--- config.mk ---
export PLATFORM = sky130hd
export DESIGN_NAME = ldm_stm_sequencer
export DESIGN_NICKNAME = d
export VERILOG_FILES = /design/src/rtl/ldm_stm_sequencer.sv
export SDC_FILE = /design/constraint.sdc
export NUM_CORES = 1
export LEC_CHECK = 0
export ABC_AREA = 1
export BUFFER_PORTS_ARGS = -buffer_cell sky130_fd_sc_hd__buf_4
export CORE_MARGIN = 1.5
export CORE_UTILIZATION = 54
export CTS_BUF_LIST = sky130_fd_sc_hd__clkbuf_4
export DETAILED_ROUTE_END_ITERATION = 7
export PLACE_DENSITY = 0.85
export SYNTH_ARGS = -nofsm -noshare
export SYNTH_HDL_FRONTEND = slang
export SYNTH_SLANG_ARGS = --single-unit
--- constraint.sdc ---
create_clock -name CLK -period 2.7 [get_ports CLK]
set_input_delay 0.135 -clock CLK [delete_from_list [all_inputs] [get_ports CLK]]
set_output_delay 0.135 -clock CLK [all_outputs]
set_load 0.005 [all_outputs]
--- src/rtl/ldm_stm_sequencer.sv ---
// LDM/STM multi-register transfer sequencer driving the register file write and read-B ports.
// Optional base write-back stage (wback port, WB state) is compiled in with LDM_STM_WRITEBACK_EN.
module ldm_stm_sequencer #(
  parameter int unsigned DATA_W     = 32,
  parameter int unsigned WORD_BYTES = 4
) (
  input  logic              CLK,
  input  logic              CLR,
  input  logic              start,
  input  logic              load,
  input  logic              up,
  input  logic              pre,
  input  logic [3:0]        rn,
  input  logic [DATA_W-1:0] base,
  input  logic [15:0]       reg_list,
`ifdef LDM_STM_WRITEBACK_EN
  input  logic              wback,
`endif
  output logic [3:0]        rf_addrA,
  output logic [3:0]        rf_addrB,
  output logic              rf_RW,
  output logic [DATA_W-1:0] rf_data,
  input  logic [DATA_W-1:0] rf_outB,
  output logic              mem_req,
  output logic              mem_we,
  output logic [DATA_W-1:0] mem_addr,
  output logic [DATA_W-1:0] mem_wdata,
  input  logic [DATA_W-1:0] mem_rdata,
  input  logic              mem_ready,
  output logic              busy,
  output logic              done
);

  typedef enum logic [1:0] {
    IDLE = 2'd0,
    XFER = 2'd1,
`ifdef LDM_STM_WRITEBACK_EN
    WB   = 2'd2,
`endif
    DONE = 2'd3
  } state_t;

  function automatic logic [4:0] popCount(input logic [15:0] v);
    logic [4:0] n;
    n = '0;
    for (int i = 0; i < 16; i++) n = n + 5'(v[i]);
    return n;
  endfunction

  function automatic logic [3:0] lowestSet(input logic [15:0] v);
    logic [3:0] r;
    r = '0;
    for (int i = 15; i >= 0; i--) if (v[i]) r = 4'(i);
    return r;
  endfunction

  state_t            state, stateNext;
  logic              loadQ;
  logic [15:0]       listQ;
  logic [DATA_W-1:0] addrQ;
  logic [4:0]        cntQ;

  logic [4:0]        cntNew;
  logic [DATA_W-1:0] stepW;
  logic [DATA_W-1:0] spanNew;
  logic [DATA_W-1:0] startAddr;
  logic [15:0]       listLeft;
  logic [3:0]        idx;

  assign stepW    = DATA_W'(WORD_BYTES);
  assign cntNew   = popCount(reg_list);
  assign spanNew  = DATA_W'(cntNew) * stepW;
  assign listLeft = listQ & (listQ - 16'd1);
  assign idx      = lowestSet(listQ);
  assign mem_wdata = rf_outB;

  // First access address for the four IA/IB/DA/DB addressing modes
  always_comb begin
    unique case ({up, pre})
      2'b10:   startAddr = base;
      2'b11:   startAddr = base + stepW;
      2'b00:   startAddr = base - spanNew + stepW;
      default: startAddr = base - spanNew;
    endcase
  end

  always_ff @(posedge CLK or negedge CLR) begin
    if (!CLR) begin
      state <= IDLE;
      loadQ <= 1'b0;
      listQ <= '0;
      addrQ <= '0;
      cntQ  <= '0;
    end else begin
      state <= stateNext;
      if (state == IDLE && start) begin
        loadQ <= load;
        listQ <= reg_list;
        addrQ <= startAddr;
        cntQ  <= cntNew;
      end else if (state == XFER && mem_ready) begin
        listQ <= listLeft;
        addrQ <= addrQ + stepW;
      end
    end
  end

`ifdef LDM_STM_WRITEBACK_EN
  logic              upQ;
  logic              wbackQ;
  logic [3:0]        rnQ;
  logic [DATA_W-1:0] baseQ;
  logic [15:0]       origListQ;
  logic [DATA_W-1:0] finalBase;
  logic              wbActive;

  always_ff @(posedge CLK or negedge CLR) begin
    if (!CLR) begin
      upQ       <= 1'b0;
      wbackQ    <= 1'b0;
      rnQ       <= '0;
      baseQ     <= '0;
      origListQ <= '0;
    end else if (state == IDLE && start) begin
      upQ       <= up;
      wbackQ    <= wback;
      rnQ       <= rn;
      baseQ     <= base;
      origListQ <= reg_list;
    end
  end

  assign finalBase = upQ ? baseQ + DATA_W'(cntQ) * stepW : baseQ - DATA_W'(cntQ) * stepW;
  // A loaded base register keeps the loaded value instead of the updated base
  assign wbActive  = wbackQ && !(loadQ && origListQ[rnQ]);
`else
  logic unusedNoWb;
  assign unusedNoWb = ^{rn, cntQ};
`endif

  always_comb begin
    stateNext = state;
    rf_addrA  = '0;
    rf_addrB  = '0;
    rf_RW     = 1'b1;
    rf_data   = '0;
    mem_req   = 1'b0;
    mem_we    = 1'b0;
    mem_addr  = '0;
    busy      = 1'b1;
    done      = 1'b0;
    case (state)
      IDLE: begin
        busy = 1'b0;
        if (start) begin
          if (reg_list == 16'd0) stateNext = DONE;
          else                   stateNext = XFER;
        end
      end
      XFER: begin
        mem_req  = 1'b1;
        mem_we   = ~loadQ;
        mem_addr = addrQ;
        rf_addrB = idx;
        if (mem_ready) begin
          if (loadQ) begin
            rf_RW    = 1'b0;
            rf_addrA = idx;
            rf_data  = mem_rdata;
          end
          if (listLeft == 16'd0) begin
`ifdef LDM_STM_WRITEBACK_EN
            stateNext = WB;
`else
            stateNext = DONE;
`endif
          end
        end
      end
`ifdef LDM_STM_WRITEBACK_EN
      WB: begin
        if (wbActive) begin
          rf_RW    = 1'b0;
          rf_addrA = rnQ;
          rf_data  = finalBase;
        end
        stateNext = DONE;
      end
`endif
      DONE: begin
        done      = 1'b1;
        stateNext = IDLE;
      end
      default: stateNext = IDLE;
    endcase
  end

endmodule

==> impl_metrics.ini, run 1 <==
[sta]
post-route-period-util_pct = 196
skew_ns = 0.0160
max_freq_mhz = 189
worstMarginPinSlew_ns = 0.999
finalSetupViolations = 30
setup_ws_ns = -2.60
period_needed_ns = 5.30
slew_headroom_pct = 33.3
rsz0062_at_grt = true
final_max_slew_viol_count = 0
hold_viol_final = 0

[clock_tree]
max-clock-path-buffers = 2
clkTransAtPathRegs_ns = 0.14
cts.sinks = 51
cts_htree_levels = 2
root_buffer = clkbuf_4
cts_tree = built
cts_buffers = 5
clk_latency_ns = 0.39

[pwr]
p_seq_share_pct = 17.1
p_leak_nw = 5.55
internal_power_mw = 4.09
pwr-share-clk_pct = 4.3
combinationalPowerShare_pct = 78.6
p_per_area_nw_per_um2 = 794
power_switching_mw = 4.53
switching_share_pct = 52.6
irDropWorstVdd_uv = 1080

[synthesis]
synth-edff-count = 0
yosys_warnings = 0
yosysUniqueCellTypes = 42
ys_seq_area_share_pct = 16.9
netlist_area_um2 = 7540
netlist_instances = 1333
synth-async-reset-ratio_pct = 100
syn-num-nets = 1483
ys_seq_elements = 51
ys.flop_type = dfrtp_1
syn_area_per_cell_um2 = 5.66

[route]
dr.first_iter.drc_count = 1447
wl_met2_um = 14600
wl_per_cell_um = 17.5
detail-route-antenna-nets = 0
via_per_inst = 5.88
drcViolationCount = 0
wl_met3_um = 3750
totalWireLength_um = 31400
top_layer = met4
wl_met1_um = 11200
num_vias = 10500
drtPass1Iterations = 7

[outcome]
outcome = finished, violations left
violations = setup timing

[floorplanning]
die-area_um2 = 14700
die_h_um = 121
coreArea_um2 = 13800
die_w_um = 121
start_util_pct = 54.8
ios = 232
rows = 43

[critical_path]
timing.rr.start = addrQ[3]$_DFFE_PN0P_
critPathTopFamily = adder cells
critPathBufInv = 8
cpPeakStageDelay_ns = 0.58
cp-start-kind = input pin
crit_type = input pin to register
cp_common_cell = fa_1
arrival_ns = 5.53
slowest_stage = fa_1
crit_fanout = 5
critPathLaunch = reg_list[0]
worst_setup_path_end_kind = register
required_ns = 2.94

[placed_design]
io_buffers = 163
gp_congestion = 0.999
dp_hpwl_um = 21700
dp.cells = 1742

[global_routing]
track_usage_pct = 38.6
grt_pass1_wl_um = 45100
antenna_found_initial = 0
grt_max_degree = 52
grt_pass1_vias = 9302
globalRouteOverflowTotal = 0

[cells_and_area]
n_antenna_cell = 0
layout.nets = 1759
area_growth_pct = 43.8
postLayoutCoreUtil_pct = 78.8
drive_above_1_share_pct = 34.8
final_cell_count_no_fill = 1790
nFillCells = 970

[hold_path]
holdCritStartpoint = load
hp-class = input pin to register

[flow_run]
maxCapViolCount = 0
placed cells by master, fill, tap and decap left out, types with 9 or more instances in the layout:
cell	instances
buf_4	326
nand2_1	281
inv_1	184
nor2_1	175
nand3_1	104
a21oi_1	56
o21ai_0	53
dfrtp_1	51
nand2_2	47
nor2_4	29
nand4_1	24
nor2_2	21
xor2_1	21
nand3_2	18
o21ai_1	16
buf_6	16
inv_2	14
a21oi_2	14
nand2_4	13
nor3_1	13
nand3_4	11
o22ai_1	11
inv_4	9
fa_1	9
ha_1	9
area by class of cell:
type	instances	area, µm²	area share (%)
Clock buffer	7	52.6	0.484
Timing Repair Buffer	346	2680	24.7
Multi-Input combinational cell	997	5800	53.5
Inverter	208	811	7.47
Tap cell	180	225	2.08
Clock inverter	1	5.00	0.0461
Sequential cell	51	1280	11.8
repair_timing:
action,CTS,global route
hold buffers,3,0
pin swaps,58,43
endpoints found under the hold margin,53,0
setup buffers,26,15
endpoints found under the setup margin,30,32
gates resized for setup,118,74
per-layer routing:
metal	track usage, %	vias up
met5	0	-
met4	18.0	0
met3	5.59	184
met2	65.4	881
met1	48.5	4682
li1	-	4780
logic make-up (layout without fill, tap and decap cells):
| kind of cell | Yosys count | count (layout) | synth area share, % |
|---|---|---|---|
| xor+xnor | 23 | 23 | 2.67 |
| buf+inv | 285 | 562 | 16.1 |
| flops | 51 | 51 | 16.9 |
| compound gates | 195 | 195 | 14.6 |
| fa+ha+maj | 27 | 27 | 5.57 |
| simple gates | 752 | 752 | 44.1 |
worst register-to-register path, stage by stage (launching register included):
cell and delay [ns]:
dfrtp_1 0.39, ha_1 0.19, nand2_1 0.07, nor2_1 0.22, nand3_1 0.19, nor2_1 0.22
nand2_1 0.09, inv_1 0.09, nand2_1 0.10, nor3_2 0.21, nand2_1 0.15, inv_2 0.08
a31oi_1 0.07, o31ai_1 0.29, a21oi_2 0.09
worst paths after layout:
| kind | endpoint | slack [ns] | depth (start not counted) |
|---|---|---|---|
| worst min register to register | loadQ$_DFFE_PN0P_ | 0.54 | 2 |
| worst min-delay path | loadQ$_DFFE_PN0P_ | 0.01 | 3 |
| worst max register to register | addrQ[26]$_DFFE_PN0P_ | 0.15 | 14 |
| min in group asynchronous | listQ[2]$_DFFE_PN0P_ | 0.30 | 2 |
| max in group asynchronous | addrQ[2]$_DFFE_PN0P_ | 1.95 | 2 |
| worst max-delay path | addrQ[10]$_DFFE_PN0P_ | -2.60 | 29 |
cells in the mapped netlist, types with 11 or more instances:
cell / instances / share of area [%]
a21oi_1: 69 / 4.6
buf_4: 33 / 3.3
clkbuf_1: 34 / 1.7
dfrtp_1: 51 / 17
fa_1: 11 / 2.9
ha_1: 16 / 2.7
inv_1: 198 / 9.9
nand2_1: 325 / 16
nand2_2: 16 / 1.3
nand3_1: 124 / 8.2
nand4_1: 24 / 2.0
nor2_1: 196 / 9.8
nor2_2: 21 / 1.7
nor3_1: 14 / 0.93
o21ai_0: 70 / 4.6
o22ai_1: 12 / 0.99
xor2_1: 22 / 2.6
registers in the layout, indices dropped and copies added (netlist names):
signal	flops
addrQ	32
loadQ	1
listQ	16
state	2
stage by stage:
stage	power, mW	worst slack [ns]	setup TNS [ns]	cell area (µm²)	hold slack (ns)
3_5_place_dp	7.06	-2.87	-77.67	9750	0.208
3_3_place_gp	6.88	-2.73	-73.71	9750	0.204
2_1_floorplan	4.84	-2.20	-58.31	7670	-0.161
6_report	8.62	-2.60	-68.45	10800	0.0122
4_1_cts	8.07	-2.33	-63.09	10500	0.00841
5_1_grt	9.21	-2.87	-72.75	10800	0.0232
power by group through the flow:
stage	clock, mW	sequential (mW)	combinational [mW]
finish	0.371	1.47	6.77
global route	0.391	1.52	7.30
CTS	0.365	1.46	6.24
detailed placement	0	1.48	5.59
global placement	0	1.46	5.42
floorplan	0	1.39	3.45
No activity file was read; power rests on OpenSTA's default activity.
==> run 2: changes to the inputs <==
Settings changed: SKIP_CTS_REPAIR_TIMING set to 1.
==> impl_metrics.ini, run 2 (synthesized netlist as in run 1, its figures left out) <==
[global_routing]
track_usage_pct = 36.2
grt_pass1_vias = 8864
globalRouteOverflowTotal = 0
grt_max_degree = 52
grt_pass1_wl_um = 42400
antenna_found_initial = 0

[pwr]
p_leak_nw = 5.45
p_seq_share_pct = 17.7
irDropWorstVdd_uv = 1140
p_per_area_nw_per_um2 = 780
pwr-share-clk_pct = 4.5
switching_share_pct = 52.7
power_switching_mw = 4.37
combinationalPowerShare_pct = 77.8
internal_power_mw = 3.93
total_power_mw = 8.30

[cells_and_area]
drive_above_1_share_pct = 34.6
final_cell_count_no_fill = 1770
largest_register_ffs = 32
n_antenna_cell = 0
area_growth_pct = 41.1
layout.nets = 1739
final_common_cell = buf_4
regMostFlops = addrQ
most-common-layout-cells = buf_4, nand2_1, inv_1
reg_top3 = addrQ: 32 flops, listQ: 16 flops, state: 2 flops
postLayoutCoreUtil_pct = 77.3

[sta]
rsz0062_at_grt = true
period_needed_ns = 5.27
hold_viol_final = 0
max_freq_mhz = 190
fin_setup_tns_ns = -68.35
skew_ns = 0.0209
slew_headroom_pct = 33.2
final_max_slew_viol_count = 0
post-route-period-util_pct = 195
finalSetupViolations = 30
worstMarginPinSlew_ns = 1.00
setup_ws_ns = -2.57

[critical_path]
cp-start-kind = input pin
r2r_cells = 14
crit_fanout = 4
cp_common_cell = buf_6
arrival_ns = 5.59
slowest_stage = fa_1
cpPeakStageDelay_ns = 0.58
required_ns = 3.02
critPathBufInv = 9
cp.depth = 31
critPathTopFamily = adder cells
crit_type = input pin to register
worst_setup_path_end_kind = register

[route]
detail-route-antenna-nets = 0
wl_met1_um = 11100
wl_met3_um = 3070
drtPass1Iterations = 6
wl_per_cell_um = 16.6
dr.first_iter.drc_count = 1128
drcViolationCount = 0
totalWireLength_um = 29400
wl_met2_um = 13900
num_vias = 10100
top_layer = met4
via_per_inst = 5.71

[floorplanning]
rows = 43
coreArea_um2 = 13800
die-area_um2 = 14700
start_util_pct = 54.8
die_w_um = 121
ios = 232
die_h_um = 121

[clock_tree]
cts.sinks = 51
cts_buffers = 5
root_buffer = clkbuf_4
cts_tree = built
clk_latency_ns = 0.39
clkTransAtPathRegs_ns = 0.14
cts_htree_levels = 2
max-clock-path-buffers = 2

[placed_design]
gp_congestion = 0.999
dp.cells = 1742
pre_cts_slack_ns = -2.87
dp_hpwl_um = 21700
io_buffers = 163

[hold_path]
hp-class = input pin to register
hold_depth = 3

[outcome]
violations = setup timing
outcome = finished, violations left

[flow_run]
maxCapViolCount = 0
## run 2: cell types whose count changed in the layout (fill, tap and decap cells not counted), moves of 6 or more
cell	previous run	this run
o21ai_0	53	60
nand2_2	47	54
nand3_2	18	24
buf_4	326	311
nand2_1	281	272
## run 2: power groups by stage
| stage | sequential (mW) | combinational [mW] | clock [mW] |
|---|---|---|---|
| 2_1_floorplan | 1.39 | 3.45 | 0 |
| 4_1_cts | 1.46 | 5.62 | 0.365 |
| 3_3_place_gp | 1.46 | 5.42 | 0 |
| 3_5_place_dp | 1.48 | 5.59 | 0 |
| 6_report | 1.47 | 6.46 | 0.372 |
| 5_1_grt | 1.52 | 7.01 | 0.390 |
## run 2: tightest hold or removal path, delay by kind of cell
kind	cells	cell delay, ns
buffers and inverters	1	0.08
and+or+nand+nor	2	0.14
## run 2: final timing paths
path                                  startpoint  slack (ns)                    end
hold / removal                              load       0.002      loadQ$_DFFE_PN0P_
setup reg to reg            addrQ[3]$_DFFE_PN0P_        0.16  addrQ[26]$_DFFE_PN0P_
hold reg to reg            addrQ[14]$_DFFE_PN0P_        0.53  addrQ[14]$_DFFE_PN0P_
min in group asynchronous                    CLR        0.31   listQ[9]$_DFFE_PN0P_
max in group asynchronous                    CLR        1.94  addrQ[14]$_DFFE_PN0P_
setup / recovery                     reg_list[1]       -2.57  addrQ[28]$_DFFE_PN0P_
## run 2: final cells by class
cell class,count,area (µm²)
Fill cell,1013,3130
Inverter,208,803
Timing Repair Buffer,326,2510
Tap cell,180,225
Clock buffer,7,52.6
Clock inverter,1,5.00
Multi-Input combinational cell,997,5780
Sequential cell,51,1280
## run 2: routing by layer
layer | track usage, % | vias to the layer above
met5 | 0 | -
met4 | 15.7 | 0
met3 | 4.51 | 122
met2 | 60.5 | 698
met1 | 46.9 | 4552
li1 | - | 4739
## run 2: stage by stage
stage / area (µm²) / hold WS (ns)
floorplan: 7670 / -0.161
global placement: 9750 / 0.204
detailed placement: 9750 / 0.208
CTS: 9810 / -0.219
global route: 10600 / 0.0274
finish: 10600 / 0.00228
==> run 3: changes to the inputs <==
Settings changed: CORE_ASPECT_RATIO set to 0.9.
==> impl_metrics.ini, run 3 (synthesized netlist as in run 1, its figures left out) <==
[critical_path]
cpPeakStageDelay_ns = 0.58
timing.rr.start = addrQ[3]$_DFFE_PN0P_
required_ns = 3.04
r2r_end = addrQ[26]$_DFFE_PN0P_
worst_setup_path_end_kind = register
crit_type = input pin to register
critPathLaunch = reg_list[0]
slowest_stage = fa_2
crit_fanout = 5
r2r_slack_ns = -0.05
cp-start-kind = input pin
r2r_cells = 14
arrival_ns = 5.59

[cells_and_area]
reg_top3 = addrQ: 32 flops, listQ: 16 flops, state: 2 flops
area_growth_pct = 42.7
layout.nets = 1754
final_cell_count_no_fill = 1774
postLayoutCoreUtil_pct = 79.7
fin_area_um2 = 10800
final_common_cell = buf_4
drive_above_1_share_pct = 34.2
nFillCells = 1016
regMostFlops = addrQ
largest_register_ffs = 32
most-common-layout-cells = buf_4, nand2_1, inv_1

[floorplanning]
rows = 40
start_util_pct = 55.8
die_w_um = 128
coreArea_um2 = 13500
die_h_um = 115
ios = 232
die-area_um2 = 14700

[sta]
hold_viol_final = 0
period_needed_ns = 5.25
rsz0062_at_grt = true
worstMarginPinSlew_ns = 0.969
final_max_slew_viol_count = 0
setup_ws_ns = -2.55
slew_headroom_pct = 35.3
max_freq_mhz = 191
post-route-period-util_pct = 194
finalSetupViolations = 30
skew_ns = 0.0206

[route]
wl_per_cell_um = 16.9
num_vias = 10200
detail-route-antenna-nets = 0
drcViolationCount = 0
dr.first_iter.drc_count = 1150
totalWireLength_um = 30000
via_per_inst = 5.74
drtPass1Iterations = 6

[global_routing]
grt_max_degree = 52
grt_pass1_wl_um = 42500
antenna_found_initial = 0
track_usage_pct = 36.1
globalRouteOverflowTotal = 0
grt_pass1_vias = 8853

[pwr]
total_power_mw = 8.73
p_per_area_nw_per_um2 = 811
irDropWorstVdd_uv = 622
p_leak_nw = 5.55

[clock_tree]
clk_latency_ns = 0.41
max-clock-path-buffers = 2
cts_tree = built
cts_htree_levels = 2
clkTransAtPathRegs_ns = 0.17
cts.sinks = 51
root_buffer = clkbuf_4
cts_buffers = 5

[placed_design]
pre_cts_slack_ns = -2.87
dp.cells = 1735
gp_congestion = 1.01
io_buffers = 163
dp_hpwl_um = 21900
dpl-instance-area_um2 = 9790

[outcome]
violations = setup timing
outcome = finished, violations left

[hold_path]
min_to = listQ[9]$_DFFE_PN0P_
hp-class = input pin to register
hold_depth = 4
holdCritStartpoint = reg_list[9]

[flow_run]
maxCapViolCount = 0
## run 3: where the power goes
part	internal, mW	leakage (nW)	switching [mW]	total (mW)
clock	0.0962	0.0263	0.283	0.379
sequential	1.13	0.620	0.362	1.49
combinational	2.87	4.90	3.99	6.86
## run 3: critical path: cells and delay by family
| kind | cells | cell delay, ns |
|---|---|---|
| and+or+nand+nor | 12 | 1.40 |
| buffers and inverters | 7 | 0.57 |
| AOI/OAI and AO/OA | 3 | 0.51 |
| adders and majority gates | 7 | 2.95 |
## run 3: stage by stage
step | setup TNS (ns) | hold slack [ns]
after detailed placement | -78.28 | 0.214
after floorplan | -58.31 | -0.161
final | -67.28 | 0.0550
after global placement | -75.09 | 0.213
after global routing | -70.69 | 0.0541
after CTS | -66.32 | -0.242
## run 3: worst max-delay path by stage
stage / to / slack (ns) / depth (start not counted)
finish: addrQ[22]$_DFFE_PN0P_ / -2.55 / 29
floorplan: addrQ[20]$_DFFE_PN0P_ / -2.20 / 27
CTS: addrQ[20]$_DFFE_PN0P_ / -2.49 / 31
detailed placement: addrQ[20]$_DFFE_PN0P_ / -2.87 / 31
global placement: addrQ[20]$_DFFE_PN0P_ / -2.81 / 31
global route: addrQ[22]$_DFFE_PN0P_ / -2.64 / 28
## run 3: metal layers
layer	up-vias	global-route usage (%)	wire length, µm
met3	152	8.56	2940
met5	-	0	0
met1	4635	46.5	11600
met2	617	57.7	14000
li1	4771	-	-
met4	0	17.2	1490
## run 3: area by class of cell
cell class                 count  area [µm²]  share of cell area (%)
tap                          168         210                    1.95
sequential                    51        1280                    11.9
timing repair buffer         341        2620                    24.4
multi-input combinational    997        5790                    53.8
clock buffer                   5        37.5                   0.349
inverter                     208         813                    7.56
clock inverter                 3        15.0                   0.139
antenna                        1        2.50                  0.0232
